### src/rtl/wshb_arbiter.sv
// Round-robin Wishbone arbiter: NUM_M masters share one slave, one owner per bus cycle.
// Define WSHB_ARB_TIMEOUT_EN to add a watchdog that errors the owner when the slave stalls.
module wshb_arbiter #(
    parameter int unsigned NUM_M   = 4,
    parameter int unsigned TIMEOUT = 255
) (
    input  logic                  clk,
    input  logic                  rst_n,
    input  logic [NUM_M-1:0]      m_cyc_i,
    input  logic [NUM_M-1:0]      m_stb_i,
    input  logic [NUM_M-1:0]      m_we_i,
    input  logic [32*NUM_M-1:0]   m_adr_i,
    input  logic [8*NUM_M-1:0]    m_sel_i,
    input  logic [64*NUM_M-1:0]   m_dat_i,
    output logic [63:0]           m_dat_o,
    output logic [NUM_M-1:0]      m_ack_o,
    output logic [NUM_M-1:0]      m_err_o,
    output logic [NUM_M-1:0]      m_rty_o,
    output logic                  s_cyc_o,
    output logic                  s_stb_o,
    output logic                  s_we_o,
    output logic [31:0]           s_adr_o,
    output logic [7:0]            s_sel_o,
    output logic [63:0]           s_dat_o,
    input  logic [63:0]           s_dat_i,
    input  logic                  s_ack_i,
    input  logic                  s_err_i,
    input  logic                  s_rty_i,
    output logic [NUM_M-1:0]      gnt_o
);

    typedef enum logic {StIdle, StOwned} state_e;

    state_e           state_q;
    logic [NUM_M-1:0] gnt_q;
    logic [NUM_M-1:0] lgp_q;
    logic [NUM_M-1:0] pick;
    logic             stb_sel;
    logic             timeout;

    // Smallest cyclic distance after lgp wins, so scan distances from far to near.
    always_comb begin
        pick = '0;
        for (int p = 0; p < NUM_M; p++) begin
            if (lgp_q[p]) begin
                for (int k = NUM_M; k >= 1; k--) begin
                    if (m_cyc_i[(p + k) % NUM_M]) begin
                        pick = '0;
                        pick[(p + k) % NUM_M] = 1'b1;
                    end
                end
            end
        end
    end

    always_ff @(posedge clk or negedge rst_n) begin
        if (!rst_n) begin
            state_q <= StIdle;
            gnt_q   <= '0;
            lgp_q   <= {1'b1, {(NUM_M-1){1'b0}}};
        end else begin
            unique case (state_q)
                StIdle: begin
                    if (|m_cyc_i) begin
                        state_q <= StOwned;
                        gnt_q   <= pick;
                        lgp_q   <= pick;
                    end
                end
                StOwned: begin
                    if (!(|(m_cyc_i & gnt_q))) begin
                        state_q <= StIdle;
                        gnt_q   <= '0;
                    end
                end
            endcase
        end
    end

    // AND-OR mux on the one-hot grant; an empty grant yields all zeros.
    always_comb begin
        stb_sel = 1'b0;
        s_we_o  = 1'b0;
        s_adr_o = '0;
        s_sel_o = '0;
        s_dat_o = '0;
        for (int i = 0; i < NUM_M; i++) begin
            if (gnt_q[i]) begin
                stb_sel = stb_sel | m_stb_i[i];
                s_we_o  = s_we_o | m_we_i[i];
                s_adr_o = s_adr_o | m_adr_i[32*i +: 32];
                s_sel_o = s_sel_o | m_sel_i[8*i +: 8];
                s_dat_o = s_dat_o | m_dat_i[64*i +: 64];
            end
        end
    end

`ifdef WSHB_ARB_TIMEOUT_EN
    logic [15:0] cnt_q;

    assign timeout = (state_q == StOwned) && (cnt_q == 16'(TIMEOUT));

    always_ff @(posedge clk or negedge rst_n) begin
        if (!rst_n) begin
            cnt_q <= '0;
        end else if (state_q != StOwned || timeout || !stb_sel ||
                     s_ack_i || s_err_i || s_rty_i) begin
            cnt_q <= '0;
        end else begin
            cnt_q <= cnt_q + 16'd1;
        end
    end
`else
    logic unused_timeout;

    assign timeout        = 1'b0;
    assign unused_timeout = ^TIMEOUT;
`endif

    assign s_cyc_o = (state_q == StOwned);
    assign s_stb_o = stb_sel & ~timeout;
    assign gnt_o   = gnt_q;
    assign m_dat_o = s_dat_i;
    assign m_ack_o = gnt_q & {NUM_M{s_ack_i}};
    assign m_err_o = gnt_q & {NUM_M{s_err_i | timeout}};
    assign m_rty_o = gnt_q & {NUM_M{s_rty_i}};

endmodule

### config.mk
export PLATFORM = sky130hd
export DESIGN_NAME = wshb_arbiter
export DESIGN_NICKNAME = d
export VERILOG_FILES = /design/src/rtl/wshb_arbiter.sv
export SDC_FILE = /design/constraint.sdc
export NUM_CORES = 1
export LEC_CHECK = 0
export BUFFER_PORTS_ARGS = -buffer_cell sky130_fd_sc_hd__buf_2
export CORE_AREA = 10 10 257 259
export DETAILED_ROUTE_END_ITERATION = 10
export DIE_AREA = 0 0 267 269
export HOLD_SLACK_MARGIN = 0.06
export PLACE_DENSITY = 0.38
export SETUP_SLACK_MARGIN = 0.3
export SYNTH_ARGS = -nofsm -noshare
export SYNTH_HDL_FRONTEND = slang
export SYNTH_SLANG_ARGS = --single-unit
### constraint.sdc
create_clock -name clk -period 1.81 [get_ports clk]
set_input_delay 0.362 -clock clk [delete_from_list [all_inputs] [get_ports clk]]
set_output_delay 0.362 -clock clk [all_outputs]
set_load 0.01 [all_outputs]
-- Word level (Yosys, flattened, before mapping)
Index checks and enable logic that the tools add are counted.
- bits of input ports: 497
- output and inout port bits: 187
- register bits after elaboration: 9
- word-level logic and storage cells: 75
- bitwise logic cells: 20
- equality and inequality tests: 2
- reduce and logical (&&, ||, !) cells: 4
- multiplexer cells: 46
- operator list (cell ; number):
    64-bit two-way mux ; 4
    64-bit bitwise OR ; 3
    32-bit two-way mux ; 4
    32-bit bitwise OR ; 3
    4-bit two-way mux ; 21
    8-bit two-way mux ; 4
    8-bit bitwise OR ; 3
    4-bit bitwise AND ; 4
    1-bit two-way mux ; 11
    4-bit case mux with 2 select lines ; 1
    4-bit OR reduction ; 2
    1-bit bitwise OR ; 6
    2-bit inequality test, second input constant ; 2
    2-bit AND reduction ; 2
    1-bit case mux with 2 select lines ; 1
    1-bit inverter ; 1

-- Logic depth before layout (Yosys ltp)
- depth in word-level cells: 22
- gate-level depth with buffers: 4
- depth with buffers taken out: 4

-- Worst setup path after synthesis
Ideal clock, no wire load.
- path type: register -> output
- from: register gnt_q[0] (netlist: gnt_o[0])
- to: output s_dat_o[35]
- setup slack: 0.279 ns
- buffers on the path: 2
- arrival time: 1.169 ns
- required time: 1.448 ns
- cell stages (with the launch flop): 5
- cells stage by stage: dfrtp_1 > clkbuf_1 > clkbuf_1 > a22oi_1 > nand2_1
- word-level cells in the longest chain between the ends: 7
- RTL lines (item ; RTL line ; source):
    start: declaration ; 35 ; logic [NUM_M-1:0] gnt_q;
    start signal: assignment ; 66 ; gnt_q <= pick;
    64-bit two-way mux (*) ; 88 ; if (gnt_q[i]) begin
    64-bit bitwise OR ; 93 ; s_dat_o = s_dat_o | m_dat_i[64*i +: 64];
    64-bit two-way mux (*) ; 88 ;
    64-bit bitwise OR ; 93 ;
    64-bit two-way mux (*) ; 88 ;
    64-bit bitwise OR ; 93 ;
    64-bit two-way mux (*) ; 88 ;
    end: declaration ; 24 ; output logic [63:0] s_dat_o,
Every way passes the cells marked *; elsewhere a longest branch is shown, timed or not.

-- Worst setup path after layout
- from: register gnt_q[1] (netlist: gnt_o[1])
- to: output s_dat_o[38]
- word-level cells in the longest chain between the ends: 5
- RTL lines (item ; RTL line):
    64-bit two-way mux (*) ; 88
    64-bit bitwise OR ; 93
    64-bit two-way mux (*) ; 88
    64-bit bitwise OR ; 93
    64-bit two-way mux (*) ; 88
Marks and branches as above.

==> flow_metrics.py <==
metrics = {
    "critical_path": {
        "crit_path_max_incr_delay_ns": 0.54,
        "crit_start": "gnt_o[1]",
        "crit_type": "reg2out",
        "crit_path_end": "s_dat_o[38]",
        "crit_buf_inv": 2,
        "startpoint_type": "register",
        "worstPathMaxFanout": 53,
        "r2r_slack_ns": 0.09,
        "worstRegToRegCells": 8,
        "reg2reg_from": "gnt_o[0]",
        "cp.required_ns": 1.45,
        "r2r_end": "gnt_o[1]",
        "cp.arrival_ns": 1.60,
        "cp_slowest_cell": "dfrtp_4",
        "cp_top_family": "flip-flops",
        "setup.worst_path.end_class": "output port",
        "critical_path_cell_count": 4,
        "crit_chain": "buf_12 -> a22oi_2 -> nand2_1 -> buf_6",
    },
    "cells_and_area": {
        "antennaDiodeCount": 0,
        "drive_gt1_share_pct": 73.96,
        "fin_nets": 1481,
        "syn2layout_area_growth_pct": 142.1,
        "final_util_pct": 12.88,
    },
    "die": {
        "fp-row-count": 91,
        "ioPinCount": 684,
        "die_h_um": 269,
        "core_area_um2": 61030,
        "die_area_um2": 71820,
        "start_util_pct": 5.318,
        "die_w_um": 267,
    },
    "hold_path": {
        "hp-class": "in2reg",
        "hold_depth": 3,
        "min_from": "m_cyc_i[2]",
    },
    "sta": {
        "skew_ns": 0.002905,
        "rsz0062_at_grt": "yes",
        "finalCritPeriodShare_pct": 108.2,
        "slew_violations": 0,
        "fmax_mhz": 510.4,
        "whs_ns": 0.4171,
        "slew_headroom_pct": 69.63,
        "hold_viol": 0,
        "setup_viol": 99,
        "setup_ws_ns": -0.1491,
        "min_period_ns": 1.959,
        "worstMarginPinSlew_ns": 0.4556,
    },
    "yosys": {
        "ys_ff_latch": 9,
        "syn_inst": 489,
        "ys_warn_count": 0,
        "syn_area_um2": 3246,
        "synth_nets": 986,
        "synth_area_per_cell_um2": 6.637,
        "seq_area_frac_synth_pct": 6.978,
        "yosysUniqueCellTypes": 27,
    },
    "power": {
        "vdd_ir_drop_max_mv": 0.4727,
        "p_total_mw": 6.431,
        "power_density_nw_per_um2": 818.4,
        "total_leakage_power_nw": 4.053,
    },
    "drt": {
        "via_per_inst": 3.503,
        "drc": 0,
        "num_vias": 6211,
        "drt-initial-drc-count": 271,
        "wl_um": 34210,
        "antenna_left": 0,
        "dr.pass1.iters": 4,
        "wl_per_cell_um": 19.30,
    },
    "outcome": {
        "status": "complete, but fails checks",
        "violations": "negative setup slack",
    },
    "global_routing": {
        "grt_overflow": 0,
        "grt_max_degree": 61,
        "grt_pass1_vias": 6421,
        "antenna_found_initial": 9,
        "track_usage_pct": 7.045,
        "grt_pass1_wl_um": 39210,
    },
    "clocking": {
        "root_buffer": "clkbuf_16",
        "clk_pin_slew_ns": 0.04,
        "cts_tree": "done",
        "clockBufferDepth": 2,
        "cts_buffers": 3,
        "clkLatencyLatePin_ns": 0.24,
        "htreeDepth": 1,
        "cts_num_sinks": 9,
    },
    "placement": {
        "portBuffers": 555,
        "gp_congestion": 0.9508,
        "dp_hpwl_um": 25430,
    },
    "run": {
        "maxCapViolCount": 0,
    },
}
==> layer usage <==
metal / share of wire [%] / up-vias / GRT usage, %
met4: 4.9 / 10 / 3.485
met5: 0.20 / - / 0
met3: 12 / 96 / 3.428
met1: 34 / 2797 / 6.379
met2: 49 / 499 / 12.96
li1: - / 2809 / -
==> worst min path at each step <==
| stage | end | slack (ns) |
|---|---|---|
| after floorplan | gnt_o[0] | 0.07 |
| after global placement | gnt_o[0] | 0.26 |
| after detailed placement | s_cyc_o | 0.25 |
| after CTS | s_cyc_o | 0.43 |
| after global routing | s_cyc_o | 0.42 |
| final | s_cyc_o | 0.42 |
==> state kept, by name, summed over array words and instances, names as in the netlist <==
| name | cells |
|---|---|
| lgp_q | 4 |
| s_cyc_o | 1 |
| gnt_o | 4 |
==> repair_timing <==
action,in CTS,in global routing
buffers inserted,5,8
setup endpoints to repair,120,125
gates cloned,0,18
hold buffers,1,0
hold endpoints to repair,8,0
resized for setup,20,128
pin swaps,5,25
==> cell families after synthesis <==
group                  count (synthesis)  synth area share (%)
flip-flops                             9                 6.978
AO/OA/AOI/OAI                        232                 54.12
buffers and inverters                112                 21.01
AND/OR/NAND/NOR                      136                 17.89
==> area by class of cell <==
| type | count | area, um^2 |
|---|---|---|
| Clock buffer | 4 | 78.83 |
| Fill cell | 7060 | 53170 |
| Multi-Input combinational cell | 368 | 2909 |
| Sequential cell | 9 | 241.5 |
| Tap cell | 790 | 988.4 |
| Timing Repair Buffer | 602 | 3640 |
==> worst register-to-register path, delay by kind of cell, from the launching register on <==
family | cells | cell delay (ns)
simple gates | 2 | 0.15
buf+inv | 4 | 0.53
flops | 1 | 0.49
compound gates | 2 | 0.43
==> layout by cell type (no fill, tap or decap), drive strengths merged, types with 2 or more instances in the layout <==
cell,netlist,final
o21ai,4,4
dfrtp,8,8
buf,87,591
and2,13,13
nand2,110,110
clkbuf,25,14
a21o,6,6
nor2,2,2
a21oi,2,2
nand2b,3,3
nor2b,3,3
o21bai,2,2
a22oi,213,213
==> power breakdown <==
group / total, mW / internal, mW / leakage, nW / switching [mW]
sequential: 0.390 / 0.281 / 0.111 / 0.109
clock: 0.397 / 0.295 / 0.0382 / 0.102
combinational: 5.64 / 2.58 / 3.90 / 3.06
==> per-stage QoR <==
stage | std cells | setup slack [ns] | cell area (um^2) | TNS, ns
final | 1773 | -0.1491 | 7858 | -5.696
after global placement | 1737 | -0.03624 | 6545 | -0.03624
after floorplan | 489 | 0.2791 | 3246 | 0
after global routing | 1773 | -0.1462 | 7858 | -8.509
after CTS | 1747 | -0.1136 | 6760 | -4.389
after detailed placement | 1737 | -0.02872 | 6545 | -0.02872
==> cells in the mapped netlist, drive strengths merged <==
master	number	area (um^2)
a211oi	1	7.510
a21bo	1	10.01
a21o	6	45.04
a21oi	2	10.01
a221oi	1	15.01
a22oi	213	1599
and2	13	81.33
and2b	1	7.510
buf	87	588.1
clkbuf	25	93.84
dfrtp	8	200.2
dfstp	1	26.28
nand2	110	412.9
nand2b	3	18.77
nand3	1	5.000
nor2	2	7.510
nor2b	3	18.77
nor4b	1	8.760
o21a	1	15.01
o21ai	4	20.02
o21bai	2	26.28
o41ai	1	8.760
or3	1	11.26
or3b	1	8.760
(Power assumes the default switching activity.)
